--- src/rtl/ifu_pc_gen_pkg.sv ---
// rtl/ifu_pc_gen_pkg.sv - shared fetch-state encoding, reset PC default and alignment helper
package ifu_pc_gen_pkg;

  // Fetch sequencer states; IDLE is only ever visited out of reset.
  typedef enum logic [2:0] {
    ST_IDLE = 3'd0,
    ST_REQ  = 3'd1,
    ST_WAIT = 3'd2,
    ST_DROP = 3'd3,
    ST_HOLD = 3'd4
  } fetch_state_t;

  localparam logic [31:0] IFU_RESET_PC = 32'h8000_0000;

  // Instruction size in bytes; also the PC alignment granule.
  localparam logic [31:0] INST_ALIGN = 32'd4;

  // Clear the sub-instruction offset bits of a PC.
  function automatic logic [31:0] align_pc(input logic [31:0] pc);
    return pc & ~(INST_ALIGN - 32'd1);
  endfunction

endpackage

--- src/rtl/ifu_next_pc.sv ---
// rtl/ifu_next_pc.sv - next fetch PC select (BTB prediction vs sequential), prediction via IFU_BTB_PREDICT_EN
module ifu_next_pc
  import ifu_pc_gen_pkg::*;
(
  input  logic [31:0] pc,
  input  logic        btb_pvalid,
  input  logic        btb_ptaken,
  input  logic [31:0] btb_ptarget,
  output logic [31:0] next_pc,
  output logic        pred_taken,
  output logic [31:0] pred_target
);

  logic [31:0] seq_pc;

  // Sequential successor wraps modulo 2^32.
  assign seq_pc = align_pc(pc + INST_ALIGN);

`ifdef IFU_BTB_PREDICT_EN
  assign pred_taken = btb_pvalid && btb_ptaken;
  assign next_pc    = pred_taken ? align_pc(btb_ptarget) : seq_pc;
`else
  // Prediction disabled: BTB inputs are deliberately ignored.
  logic unused_btb;
  assign unused_btb = ^{btb_pvalid, btb_ptaken, btb_ptarget};
  assign pred_taken = 1'b0;
  assign next_pc    = seq_pc;
`endif

  // The target reported downstream is the PC fetch actually moved to.
  assign pred_target = next_pc;

endmodule

--- src/rtl/ifu_pc_gen.sv ---
// rtl/ifu_pc_gen.sv - fetch PC generator and single-outstanding imem sequencer; BTB prediction via IFU_BTB_PREDICT_EN
module ifu_pc_gen
  import ifu_pc_gen_pkg::*;
#(
  parameter logic [31:0] RESET_PC = IFU_RESET_PC
) (
  input  logic        clock,
  input  logic        reset,
  output logic [31:0] btb_pc_o,
  input  logic        btb_pvalid_i,
  input  logic        btb_ptaken_i,
  input  logic [31:0] btb_ptarget_i,
  input  logic        flush_i,
  input  logic [31:0] flush_target_i,
  output logic        req_valid_o,
  input  logic        req_ready_i,
  output logic [31:0] req_addr_o,
  input  logic        rsp_valid_i,
  input  logic [31:0] rsp_data_i,
  output logic        inst_valid_o,
  input  logic        inst_ready_i,
  output logic [31:0] inst_o,
  output logic [31:0] inst_pc_o,
  output logic        inst_ptaken_o,
  output logic [31:0] inst_ptarget_o
);

  fetch_state_t state_q, state_d;
  logic [31:0]  pc_q, pc_d;
  logic [31:0]  next_pc;
  logic         pred_taken;
  logic [31:0]  pred_target;
  logic         accept;
  logic         capture;

  logic [31:0]  inst_q;
  logic [31:0]  inst_pc_q;
  logic         inst_ptaken_q;
  logic [31:0]  inst_ptarget_q;

  ifu_next_pc u_next_pc (
    .pc          (pc_q),
    .btb_pvalid  (btb_pvalid_i),
    .btb_ptaken  (btb_ptaken_i),
    .btb_ptarget (btb_ptarget_i),
    .next_pc     (next_pc),
    .pred_taken  (pred_taken),
    .pred_target (pred_target)
  );

  // Next-state, next-PC and handshake outputs; flush overrides everything but IDLE.
  always_comb begin
    state_d      = state_q;
    pc_d         = pc_q;
    req_valid_o  = 1'b0;
    inst_valid_o = 1'b0;
    accept       = 1'b0;
    capture      = 1'b0;
    unique case (state_q)
      ST_IDLE: begin
        state_d = ST_REQ;
      end
      ST_REQ: begin
        if (flush_i) begin
          pc_d = align_pc(flush_target_i);
        end else begin
          req_valid_o = 1'b1;
          if (req_ready_i) begin
            accept  = 1'b1;
            pc_d    = next_pc;
            state_d = ST_WAIT;
          end
        end
      end
      ST_WAIT: begin
        if (flush_i) begin
          pc_d    = align_pc(flush_target_i);
          state_d = rsp_valid_i ? ST_REQ : ST_DROP;
        end else if (rsp_valid_i) begin
          capture = 1'b1;
          state_d = ST_HOLD;
        end
      end
      ST_DROP: begin
        // A flush here only retargets the PC; the stale response must still be
        // absorbed before a new request may go out.
        if (flush_i) begin
          pc_d = align_pc(flush_target_i);
        end
        if (rsp_valid_i) begin
          state_d = ST_REQ;
        end
      end
      ST_HOLD: begin
        if (flush_i) begin
          pc_d    = align_pc(flush_target_i);
          state_d = ST_REQ;
        end else begin
          inst_valid_o = 1'b1;
          if (inst_ready_i) begin
            state_d = ST_REQ;
          end
        end
      end
      default: begin
        state_d = ST_IDLE;
      end
    endcase
  end

  // State and fetch PC registers.
  always_ff @(posedge clock or negedge reset) begin
    if (!reset) begin
      state_q <= ST_IDLE;
      pc_q    <= align_pc(RESET_PC);
    end else begin
      state_q <= state_d;
      pc_q    <= pc_d;
    end
  end

  // Instruction buffer: PC and prediction latched at request acceptance, data at response.
  always_ff @(posedge clock or negedge reset) begin
    if (!reset) begin
      inst_q         <= '0;
      inst_pc_q      <= '0;
      inst_ptaken_q  <= 1'b0;
      inst_ptarget_q <= '0;
    end else begin
      if (accept) begin
        inst_pc_q      <= pc_q;
        inst_ptaken_q  <= pred_taken;
        inst_ptarget_q <= pred_target;
      end
      if (capture) begin
        inst_q <= rsp_data_i;
      end
    end
  end

  assign btb_pc_o       = pc_q;
  assign req_addr_o     = pc_q;
  assign inst_o         = inst_q;
  assign inst_pc_o      = inst_pc_q;
  assign inst_ptaken_o  = inst_ptaken_q;
  assign inst_ptarget_o = inst_ptarget_q;

endmodule
--- config.mk ---
export PLATFORM = sky130hd
export DESIGN_NAME = ifu_pc_gen
export DESIGN_NICKNAME = d
export VERILOG_FILES = /design/src/rtl/ifu_pc_gen_pkg.sv /design/src/rtl/ifu_next_pc.sv /design/src/rtl/ifu_pc_gen.sv
export SDC_FILE = /design/constraint.sdc
export NUM_CORES = 1
export LEC_CHECK = 0
export CORE_ASPECT_RATIO = 0.9
export CORE_MARGIN = 1
export CORE_UTILIZATION = 43
export CTS_CLUSTER_SIZE = 25
export DETAILED_ROUTE_END_ITERATION = 6
export GPL_TIMING_DRIVEN = 1
export PLACE_DENSITY = 0.84
export SETUP_SLACK_MARGIN = 0.3
export SLEW_MARGIN = 20
export SYNTH_ARGS = -nofsm -noshare
export SYNTH_HDL_FRONTEND = slang
export SYNTH_SLANG_ARGS = --single-unit
--- constraint.sdc ---
create_clock -name clock -period 2.2 [get_ports clock]
set_input_delay 0.44 -clock clock [delete_from_list [all_inputs] [get_ports clock]]
set_output_delay 0.44 -clock clock [all_outputs]
set_load 0.05 [all_outputs]
Word level (Yosys, flattened, before mapping)
Cells that the tools add are included.
- eq/ne operators: 11
- reductions and logical operators: 5
- add/sub/neg operators: 1
- multiplexer cells: 22
- operators by type and width (kind ; number):
    $mux 32 ; 3
    $pmux 32 s2 ; 1
    $add 32x3->32 const B ; 1
    $mux 3 ; 7
    $pmux 3 s5 ; 1
    $mux 1 ; 9
    $ne 3x3->1 const B ; 3
    $eq 3x2->1 const B ; 2
    $ne 2x2->1 const B ; 3
    $reduce_and 5->1 ; 1
    $eq 3x1->1 const B ; 1
    $eq 3x3->1 const B ; 1
    $logic_not 3->1 ; 1
    $reduce_and 3->1 ; 1
    $reduce_or 3->1 ; 1
    $mux 2 ; 1
    $ne 2x1->1 const B ; 1
    $reduce_bool 2->1 ; 1
- flip-flop bits (word level): 129

Logic depth before layout (Yosys ltp)
- depth in word-level cells: 4
- mapped depth: 9
- mapped depth without buffers: 6

Modules after synthesis
From an unflattened synthesis, not the netlist that was laid out.
- cell total of the unflattened synthesis: 488
- area, all modules: 6557.5 sq um
- by module, submodules not included (module ; cells each ; times used ; sequential area each (sq um) ; area an instance (sq um)):
    ifu_pc_gen ; 371 ; 1 ; 3304.4 ; 5725.5
    ifu_next_pc ; 117 ; 1 ; 0.0 ; 832.0

Worst setup path after synthesis
Ideal clock, no wire load.
- path type: input-to-output
- start: input port flush_i
- end: output port req_valid_o
- cell stages on the path: 4
- arrival time: 1791 ps
- required time: 1760 ps
- path slack: -31 ps
- path through: buf_2 inv_2 nand2_1 nor3_1
- longest elaborated chain between the ends: 2
- RTL lines (item ; RTL line ; source):
    start, declared ; ifu_pc_gen.sv:13 ; input logic flush_i,
    $mux 1 ; ifu_pc_gen.sv:64 ; if (flush_i) begin
    $mux 1 ; ifu_pc_gen.sv:59 ; unique case (state_q)
    end, declared ; ifu_pc_gen.sv:15 ; output logic req_valid_o,
No other way between the ends.

Worst setup path after layout
- start: register pc_q[22] (netlist: btb_pc_o[22])
- end: output port btb_pc_o[22]
- RTL lines (item ; RTL line ; source):
    start, declared ; ifu_pc_gen.sv:29 ; logic [31:0] pc_q, pc_d;
    start signal, assigned ; ifu_pc_gen.sv:115 ; pc_q <= align_pc(RESET_PC);
    start signal, assigned ; ifu_pc_gen.sv:118 ; pc_q <= pc_d;
    end, declared ; ifu_pc_gen.sv:9 ; output logic [31:0] btb_pc_o,
No word-level cell between the ends.

==> qor.yml <==
tightest_slew_ns: 0.555
core-area_um2: 14000
power_frac_seq: 0.280
synth_compound_gate_area_share: 0.116
p_total_mw: 14.0
yosys-top-cells-area: "dfrtp_1 (50%), mux2_2 (11%), buf_4 (5.0%)"
area_growth_pct: 53.1
vias_per_cell: 5.28
avgSynthCellArea_um2: 10.8
holdWs_ns: 0.474
finalSetupViolCount: 0
path_max_fanout: 10
min_period_ns: 1.89
fin_cells: 1022
drt-initial-drc-count: 338
status: "finished, final reports clean"
clockBufferDepth: 2
rsz0062_at_grt: "yes"
antenna_found_initial: 1
io_pins: 267
htreeDepth: 4
gp_congestion: 0.782
grt_max_degree: 53
dr.pass1.iters: 5
cp_top_family: "buffers and inverters"
cts_tree: "yes"
cts_buffers: 17
layout-drive-gt1-share: 0.298
critPathKind: "reg -> out"
grt_pass1_wl_mm: 27.8
comb_power_share: 0.514
synth_xor_area_frac: 0.0398
p_leak_nw: 4.28
grt_pass1_vias: 5319
required_ns: 1.76
cts_num_sinks: 125
vias: 5396
finalCritPeriodShare: 0.857
grt_usage: 0.247
yosys.area_share.adder: 0.00203
route.antenna.remaining_nets: 0
yosysTopAreaCell: "dfrtp_1"
routed_wirelength_mm: 18.4
ys_seq_area_frac: 0.508
synthTopCellsByCount: "dfrtp_1 (124), mux2_2 (61), nand2_1 (55)"
swShare: 0.493
hp-class: "in -> async"
nets: 921
synth-simple-area-share: 0.139
synth_edf_count: 0
clockRootBuffer: "clkbuf_16"
async_flop_share: 1.00
synth_top_area_frac: 0.503
die_y_um: 116
wl_per_cell_um: 18.0
core.rowCount: 41
fmax_ghz: 0.530
slew_violations: 0
dieArea_um2: 14800
cp_cell_sequence: "dlygate4sd2_1"
ys_seq_elements: 125
start_util: 0.440
cp-start-kind: "flip-flop"
endpoint_kind: "output port"
cellInternalPower_mw: 7.11
p_switching_mw: 6.91
drc_errors: 0
cpPeakStageDelay_ns: 0.55
clkLatencyLatePin_ns: 0.43
netlist_area_um2: 6170
yosys_warnings: 0
yosysUniqueCellTypes: 55
n_antenna_cell: 0
synthCells: 570
dp_hpwl_mm: 12.3
clk_pin_slew_ns: 0.06
overflow: 0
clkPwrFrac: 0.206
chipWidth_um: 128
relSlewSlack: 0.631
synth_top_family_by_area: "simple AND/OR/NAND/NOR gates"
finalClockSkew_ns: 0.0133
port-buffer-count: 221
crit_slowest_cell: "dlygate4sd2_1"
cellPowerDensity_nw_per_um2: 1490
place_inst: 953
synth_mux_area_frac: 0.113
ys.flop_type: "dfrtp_1"
hold_viol: 0
cp_data_arrival_time_ns: 1.45
ir_worst_vdd_v: 0.000973
max-cap-violations: 0
crit_buf_inv: 1
yosys.cell_count.top_type: "dfrtp_1"
-- final cells by class --
| class | count | area [µm²] |
|---|---|---|
| repair buffers | 295 | 2730 |
| multi-input cells | 372 | 2680 |
| clock inverters | 14 | 169 |
| clock buffers | 18 | 439 |
| inverters | 5 | 18.8 |
| fillers | 1074 | 4570 |
| flip-flops and latches | 125 | 3160 |
| well taps | 193 | 241 |
-- kinds of logic after synthesis --
group	after synthesis
AO/OA/AOI/OAI	116
XOR/XNOR	28
adder cells (fa/ha/maj)	1
buffers and inverters	82
flip-flops	125
multiplexers	62
other	1
AND/OR/NAND/NOR	155
-- worst paths after layout --
kind / from / end / slack, ns / depth (start not counted)
worst max-delay path: btb_pc_o[22] / btb_pc_o[22] / 0.31 / 1
worst min-delay path: reset / inst_o[15] / 0.47 / 2
worst max register to register: state_q[1] / inst_pc_o[19] / 0.36 / 5
worst min register to register: inst_ptarget_o[21] / inst_ptarget_o[21] / 0.48 / 2
max in group asynchronous: reset / btb_pc_o[31] / 1.08 / 3
min in group clock: inst_ptarget_o[21] / inst_ptarget_o[21] / 0.48 / 2
-- cell usage in the layout, fill, tap and decap left out, types with 11 or more instances in the layout --
master / instances
buf_4: 69
xor2_1: 16
nor2_1: 25
dlygate4sd2_1: 115
dfrtp_2: 25
nand2_1: 55
clkdlybuf4s15_1: 19
o21ai_1: 21
clkbuf_16: 17
xnor2_1: 12
nand3_1: 23
buf_12: 11
a21oi_1: 21
clkdlybuf4s50_1: 65
o21ai_0: 33
mux2_2: 61
dfrtp_1: 99
-- timing repair --
action                                 CTS  global route
resized for setup                      187            24
pin swaps                                0             9
cloned                                   0             1
setup buffers                            4            31
hold buffers                             1             0
endpoints found under the hold margin   31             0
setup endpoints to repair              161            56
-- state kept, by name, indices dropped and copies added (netlist names) --
register        cells
inst_o             32
inst_pc_o          30
inst_ptarget_o     30
state_q             3
btb_pc_o           30
-- power groups by stage --
stage	Clock, mW	Combinational, mW	Sequential [mW]
5_1_grt	3.04	7.50	4.06
4_1_cts	2.94	7.04	3.93
2_1_floorplan	0	2.20	6.84
3_3_place_gp	0	7.53	3.91
3_5_place_dp	0	7.63	3.99
6_report	2.89	7.20	3.93
-- metal layers --
metal / routed length [µm] / GRT usage / vias up
met4: 388 / 0.0988 / 2
met1: 7470 / 0.301 / 2647
met3: 1260 / 0.0716 / 38
met2: 9310 / 0.413 / 239
li1: - / - / 2470
met5: 13 / 0 / -
-- stage by stage --
step	setup WS, ns	cell area, µm²	TNS [ns]	util
global placement	-0.00389	8610	-0.00389	0.615
finish	0.314	9440	0	0.674
detailed placement	-0.0408	8610	-0.169	0.615
floorplan	0.295	6270	0	-
CTS	0.193	9160	0	0.654
global route	0.268	9440	0	0.674
Power figures use the tool's default switching activity.
